$ cat src/rtl/pgm_rom_ddram_loader.sv
// Packs the 16-bit hps_io ROM download stream into 64-bit DDRAM beats,
// buffers them in a small FIFO and writes them out one beat at a time.
module pgm_rom_ddram_loader #(
    parameter logic [7:0]  ROM_INDEX  = 8'h00,
    parameter logic [28:0] BASE_ADDR  = 29'h0000000,
    parameter int          FIFO_DEPTH = 4
) (
    input  logic        fixed_50m_clk,
    input  logic        reset_n,
    input  logic        ioctl_download,
    input  logic [7:0]  ioctl_index,
    input  logic        ioctl_wr,
    input  logic [26:0] ioctl_addr,
    input  logic [15:0] ioctl_dout,
    output logic        ioctl_wait,
    output logic        ddram_we,
    output logic [28:0] ddram_addr,
    output logic [63:0] ddram_din,
    output logic [7:0]  ddram_be,
    output logic [3:0]  ddram_burstcnt,
    input  logic        ddram_busy,
    output logic        load_busy,
    output logic        load_done,
    output logic        overflow,
    output logic [23:0] beats_written
);

    localparam int PW = (FIFO_DEPTH > 1) ? $clog2(FIFO_DEPTH) : 1;
    localparam int CW = PW + 1;
    localparam logic [CW-1:0] CNT_MAX  = CW'(FIFO_DEPTH);
    localparam logic [CW-1:0] CNT_WAIT = CW'(FIFO_DEPTH - 1);

    typedef enum logic [1:0] {S_IDLE, S_LOAD, S_DRAIN, S_DONE} state_t;

    state_t        state;
    logic [63:0]   acc_din, acc_din_n;
    logic [7:0]    acc_be, acc_be_n;
    logic [23:0]   acc_tag;
    logic          flush_pend;
    logic [100:0]  fifo_mem [FIFO_DEPTH];
    logic [PW-1:0] wr_ptr, rd_ptr;
    logic [CW-1:0] count, count_next;
    logic          word_ok, end_load, push, push_ok, pop;
    logic [1:0]    lane;
    logic [23:0]   tag;
    logic          unused_bits;

    assign unused_bits = ioctl_addr[0];

    always_comb begin
        word_ok    = (state == S_LOAD) && ioctl_wr && ioctl_download && (ioctl_index == ROM_INDEX);
        lane       = ioctl_addr[2:1];
        tag        = ioctl_addr[26:3];
        end_load   = (state == S_LOAD) && !ioctl_download;
        // A flush and a new word can share a cycle: the old beat leaves, the word starts a fresh one.
        push       = (|acc_be) && (flush_pend || end_load || (word_ok && (tag != acc_tag)));
        pop        = (count != '0) && !ddram_busy;
        push_ok    = push && ((count != CNT_MAX) || pop);
        count_next = count + CW'(push_ok) - CW'(pop);
        acc_be_n   = push ? 8'h00 : acc_be;
        acc_din_n  = push ? 64'h0 : acc_din;
        if (word_ok) begin
            acc_be_n[{lane, 1'b0} +: 2]     = 2'b11;
            acc_din_n[{lane, 4'b0000} +: 16] = ioctl_dout;
        end
    end

    assign ddram_we       = (count != '0);
    assign ddram_addr     = ddram_we ? fifo_mem[rd_ptr][100:72] : 29'h0;
    assign ddram_din      = ddram_we ? fifo_mem[rd_ptr][71:8]   : 64'h0;
    assign ddram_be       = ddram_we ? fifo_mem[rd_ptr][7:0]    : 8'h00;
    assign ddram_burstcnt = 4'd1;
    assign ioctl_wait     = (count >= CNT_WAIT);

    always_ff @(posedge fixed_50m_clk) begin
        if (push_ok) fifo_mem[wr_ptr] <= {BASE_ADDR + 29'(acc_tag), acc_din, acc_be};
    end

    always_ff @(posedge fixed_50m_clk or negedge reset_n) begin
        if (!reset_n) begin
            wr_ptr <= '0;
            rd_ptr <= '0;
            count  <= '0;
        end else begin
            if (push_ok) wr_ptr <= wr_ptr + 1'b1;
            if (pop)     rd_ptr <= rd_ptr + 1'b1;
            count <= count_next;
        end
    end

    always_ff @(posedge fixed_50m_clk or negedge reset_n) begin
        if (!reset_n) begin
            state         <= S_IDLE;
            acc_din       <= '0;
            acc_be        <= '0;
            acc_tag       <= '0;
            flush_pend    <= 1'b0;
            load_busy     <= 1'b0;
            load_done     <= 1'b0;
            overflow      <= 1'b0;
            beats_written <= '0;
        end else begin
            load_done <= 1'b0;
            acc_din   <= acc_din_n;
            acc_be    <= acc_be_n;
            if (push && !push_ok) overflow <= 1'b1;
            if (pop && (beats_written != 24'hFFFFFF)) beats_written <= beats_written + 24'd1;
            if (word_ok) begin
                acc_tag    <= tag;
                flush_pend <= (lane == 2'd3);
            end else if (push) begin
                flush_pend <= 1'b0;
            end
            case (state)
                S_IDLE: if (ioctl_download && (ioctl_index == ROM_INDEX)) begin
                    state         <= S_LOAD;
                    load_busy     <= 1'b1;
                    beats_written <= '0;
                end
                S_LOAD: if (!ioctl_download) state <= S_DRAIN;
                S_DRAIN: if (count_next == '0) begin
                    state     <= S_DONE;
                    load_done <= 1'b1;
                    load_busy <= 1'b0;
                end
                default: state <= S_IDLE;
            endcase
        end
    end

endmodule

$ cat config.mk
export PLATFORM = sky130hd
export DESIGN_NAME = pgm_rom_ddram_loader
export DESIGN_NICKNAME = d
export VERILOG_FILES = /design/src/rtl/pgm_rom_ddram_loader.sv
export SDC_FILE = /design/constraint.sdc
export NUM_CORES = 1
export LEC_CHECK = 0
export CAP_MARGIN = 15
export CORE_MARGIN = 3
export CORE_UTILIZATION = 50
export CTS_CLUSTER_DIAMETER = 80
export DETAILED_ROUTE_END_ITERATION = 8
export PLACE_DENSITY = 0.71
export SKIP_CTS_REPAIR_TIMING = 1
export SLEW_MARGIN = 25
export SYNTH_ARGS = -nofsm -noshare
export SYNTH_HDL_FRONTEND = slang
export SYNTH_SLANG_ARGS = --single-unit
$ cat constraint.sdc
create_clock -name fixed_50m_clk -period 7.9 [get_ports fixed_50m_clk]
set_clock_uncertainty 0.05 [all_clocks]
set_input_delay 0.79 -clock fixed_50m_clk [delete_from_list [all_inputs] [get_ports fixed_50m_clk]]
set_output_delay 0.79 -clock fixed_50m_clk [all_outputs]
set_load 0.02 [all_outputs]
* Yosys cells after proc, flatten, opt, wreduce, memory -nomap -nowiden *
Memory sizes are Yosys's and may differ from the RTL's.
Cells that the tools add are included.

operators by class
  magnitude comparators = 1
  equal/unequal tests = 9
  add/subtract/negate cells = 7
  reductions and logical operators = 26
  muxes and demuxes = 25
  shift operators = 4

operators by type and width
  kind                       count
  $mux W64                   3
  $mux W24                   3
  $bwmux W64                 1
  $shift A16 B8 Y64 const A  1
  $shiftx A16 B8 Y64         1
  $mux W29                   1
  $add A24 B1 Y24 const B    1
  $mux W8                    3
  $ne A24 B24 Y1             1
  $ne A24 B24 Y1 const B     1
  $logic_and A1 B1 Y1        11
  $bwmux W8                  1
  $logic_not A8 Y1           1
  $mux W1                    8
  $neg A6 Y8                 1
  $reduce_or A8 Y1           1
  $shift A2 B5 Y8 const A    1
  $shiftx A2 B5 Y8 const A   1
  $mux W2                    3
  $ne A2 B2 Y1 const B       3
  $pmux W2 S3                1
  $reduce_and A3 Y1          2
  $neg A3 Y5                 1
  $add A2 B1 Y2 const B      2
  other kinds (13)           19

word-level totals
  flip-flop bits (word level) = 133
  logic and storage cells = 85
  memory bits (writable) = 384
  input port bits = 56
  memories kept = 1
  output and inout port bits = 134

memory list
  memory    words  bits a word  read ports  clocked after memory_dff  write ports  RTL line  text
  fifo_mem  4      96           1           0                         1            40        logic [100:0] fifo_mem [FIFO_DEPTH];

* Longest topological paths before layout *
  word-level depth = 13
  depth in mapped cells = 16
  gate-level depth less buffers = 15

* Worst setup path after synthesis *
Ideal clock, no wire load.

  path kind = input-to-reg
  start = input port ioctl_index[1]
  end = memory fifo_mem[0][0] (netlist name), enable pin
  arrival time = 6.078 ns
  required time = 7.287 ns
  setup time = 0.563 ns
  stages = 6
  path slack = 1.208 ns
  path buffers = 1
  cells stage by stage = nor4_4 > and3_1 > buf_2 > o21a_1 > o31ai_4 > nor2b_1

between the ends
  longest elaborated chain between the ends = 8

ends and longest elaborated chain
  what                           RTL line  text
  start: declaration             11        input logic [7:0] ioctl_index,
  $logic_not A8 Y1               51        word_ok = (state == S_LOAD) && ioctl_wr && ioctl_download && (ioctl_index == ROM_INDEX);
  $logic_and A1 B1 Y1            51
  $logic_and A1 B1 Y1            56        push = (|acc_be) && (flush_pend || end_load || (word_ok && (tag != acc_tag)));
  $logic_or A1 B1 Y1             56
  $logic_and A1 B1 Y1            56
  $logic_and A1 B1 Y1            58        push_ok = push && ((count != CNT_MAX) || pop);
  $mux W1                        76        if (push_ok) fifo_mem[wr_ptr] <= {BASE_ADDR + 29'(acc_tag), acc_din, acc_be};
  $mux W1 (implied by the code)  76
  end: declaration               40

No other way between the ends.

* Worst setup path in the final report *
  start = register rd_ptr[0]
  end = output port ddram_addr[4]

between the ends
  longest elaborated chain between the ends = 2

ends and longest elaborated chain
  what                      RTL line  text
  start: declaration        41        logic [PW-1:0] wr_ptr, rd_ptr;
  start signal: assignment  86        if (pop) rd_ptr <= rd_ptr + 1'b1;
  $mem_v2 Z4 W96            -
  $mux W29                  69        assign ddram_addr = ddram_we ? fifo_mem[rd_ptr][100:72] : 29'h0;
  end: declaration          17        output logic [28:0] ddram_addr,

No other way between the ends.

==> out/results.ini <==
[cells_and_area]
drive_gt1_frac=0.183
synthToLayoutAreaGrowth_pct=20.6
num_antenna_cells=0
fin_nets=1433
seqCellArea_sq_um=14900
fillCellCount=2930
multi_input_area_sq_um=5580

[cts]
cts_buffers=51
clkTransAtPathRegs_ns=0.06
htreeDepth=2
clock-sinks=517
cts_root_buffer=clkbuf_16
cts_tree=yes
clock_latency_ns=0.60
clock_path_buffers=3

[routing]
routed_wirelength_microns=44600
drc=0
dr.pass1.iters=5
ant_nets=0
post_drt_via_cell_ratio=5.75
vias=11071
drt_iter0_drc=723
wl_per_cell_microns=23.1

[yosys]
synthCells=1159
ys_ff_latch=517
yosysSeqAreaShare=0.716
synth_area_leaders=edfxtp_1 (56%), dfrtp_1 (16%), mux4_2 (10%)
synthDistinctLibCells=54
synth_edf_count=384
synthArstFlopShare=0.257
synth_top_cell_by_area=edfxtp_1
ys.flop_type=edfxtp_1
ys_warn_count=0
syn_area_sq_um=20700
synth_top_area_frac=0.556
synth_most_common_cell=edfxtp_1
netlist_top_cells_count=edfxtp_1 (384), dfrtp_1 (133), and2_1 (100)
avgSynthCellArea_sq_um=17.9

[floorplanning]
ios=190
core.rowCount=73
dieArea_sq_um=44000
initial_core_util=0.514
die_w_microns=210
die_y_microns=210
coreArea_sq_um=40400

[power]
switchingPower_uw=1680
power.total_uw=6550
pwr-share-comb=0.146
netSwitchingFraction=0.257
ir_drop_v=0.000176
p_seq_frac=0.469
p_clk_frac=0.386
powerDensity_nw_per_um2=262
intPower_uw=4870
p_leak_uw=0.00999

[worst_hold_path]
hold_path_class=primary input to asynchronous set/reset pin

[global_route]
grt_max_degree=82
grt_pass1_wl_microns=69000
first_global_vias=11456
grt_use_total=0.205
antenna_found_initial=1
grt_overflow=0

[sta]
finalMaxSlewViolations=0
min_period_over_period=0.557
tightest_slew_ns=1.03
clock.fmax_mhz=227
finalSetupTns_ns=0
hold_viol_final=0
rsz0062_at_grt=no
setup_viol=0
relSlewSlack=0.309
min_period_ns=4.40

[setup_path]
crit_fanout=36
crit_chain=buf_4, mux4_2, and2_1, clkdlybuf4s50_1
path_class=flip-flop to output port
regToRegSetupSlack_ns=3.55
cp.arrival_ns=3.56
critPathSlowestCell=dfrtp_4
worstSetupStartpoint=rd_ptr[0]
cp_slowest_stage_delay_ns=0.85
reg2reg_from=state[1]
start_kind=flip-flop
crit_required_ns=7.06
critPathCaptureType=output port

[placement]
gp_congestion=0.777
dp_hpwl_microns=26100
portBuffers=179

[run]
max-cap-violations=0

[status]
status=finished, final reports clean

-- cells by family after synthesis --
kind of cell | share of synthesized area
AO/OA/AOI/OAI | 0.0553
flip-flops | 0.716
adder cells (fa/ha/maj) | 0.0112
AND/OR/NAND/NOR | 0.0794
multiplexers | 0.105
buffers and inverters | 0.0181
XOR/XNOR | 0.0139
other | 0.000362
-- cell usage in the layout (no fill, tap or decap), drive strengths merged, types with 8 or more instances in the layout --
| master | n |
|---|---|
| nor2 | 10 |
| nand2 | 99 |
| clkdlybuf4s50 | 178 |
| nand4 | 8 |
| mux4 | 96 |
| a21oi | 15 |
| or3 | 11 |
| inv | 16 |
| a22o | 72 |
| and2 | 100 |
| clkinv | 17 |
| xor2 | 31 |
| buf | 24 |
| conb | 9 |
| dfrtp | 133 |
| nor4 | 14 |
| ha | 17 |
| edfxtp | 384 |
| o21ai | 17 |
| clkbuf | 69 |
| nand3 | 10 |
-- through the flow --
step	cell area (sq um)	setup slack, ns	cells	util	hold WS (ns)
final	25000	3.50	1927	0.620	0.209
after global routing	25000	3.21	1927	0.620	0.251
after CTS	24900	3.36	1922	0.618	0.228
after detailed placement	23100	2.87	1826	0.573	0.450
after global placement	23100	2.90	1825	0.573	0.441
after floorplan	20800	1.21	1166	-	0.426
-- power groups by stage --
stage | registers (uW) | clock network (uW) | logic (uW)
6_report | 3070 | 2530 | 953
5_1_grt | 3090 | 2690 | 1030
4_1_cts | 3070 | 2580 | 972
3_5_place_dp | 3130 | 0 | 970
3_3_place_gp | 3130 | 0 | 962
2_1_floorplan | 3040 | 0 | 699
-- sequential cells by signal (all words and copies together) (netlist names) --
name / flops
fifo_mem: 384
acc_din: 64
acc_tag: 24
beats_written: 24
acc_be: 8
count: 3
rd_ptr: 2
state: 2
wr_ptr: 2
flush_pend: 1
load_busy: 1
load_done: 1
overflow: 1
-- final cells by class --
cell class	instances	share of cell area
Timing Repair Buffer	202	0.0830
Inverter	14	0.00210
Sequential cell	517	0.594
Clock buffer	69	0.0582
Multi-Input combinational cell	573	0.223
Clock inverter	27	0.0133
Tap cell	525	0.0263
-- critical path, delay by kind of cell, from the launching register on --
kind / cells / cell delay, ns
and+or+nand+nor: 1 / 0.19
DFF: 1 / 0.85
muxes: 1 / 0.60
buffers and inverters: 2 / 1.28
-- path summary, 6_finish.rpt --
path	endpoint	depth (start not counted)
max	ddram_addr[4]	4
min	acc_din[27]	1
max reg2reg	state[0]	14
min reg2reg	fifo_mem[0][58]	0
max in group asynchronous	rd_ptr[0]	2
min in group fixed_50m_clk	fifo_mem[0][58]	0
-- metal layers --
layer | wire length (microns) | up-vias | GRT usage
met3 | 2550 | 57 | 0.0357
met2 | 22400 | 345 | 0.338
met1 | 18900 | 5761 | 0.289
met5 | 12 | - | 0
li1 | - | 4906 | -
met4 | 789 | 2 | 0.0501
(Power assumes the default switching activity.)
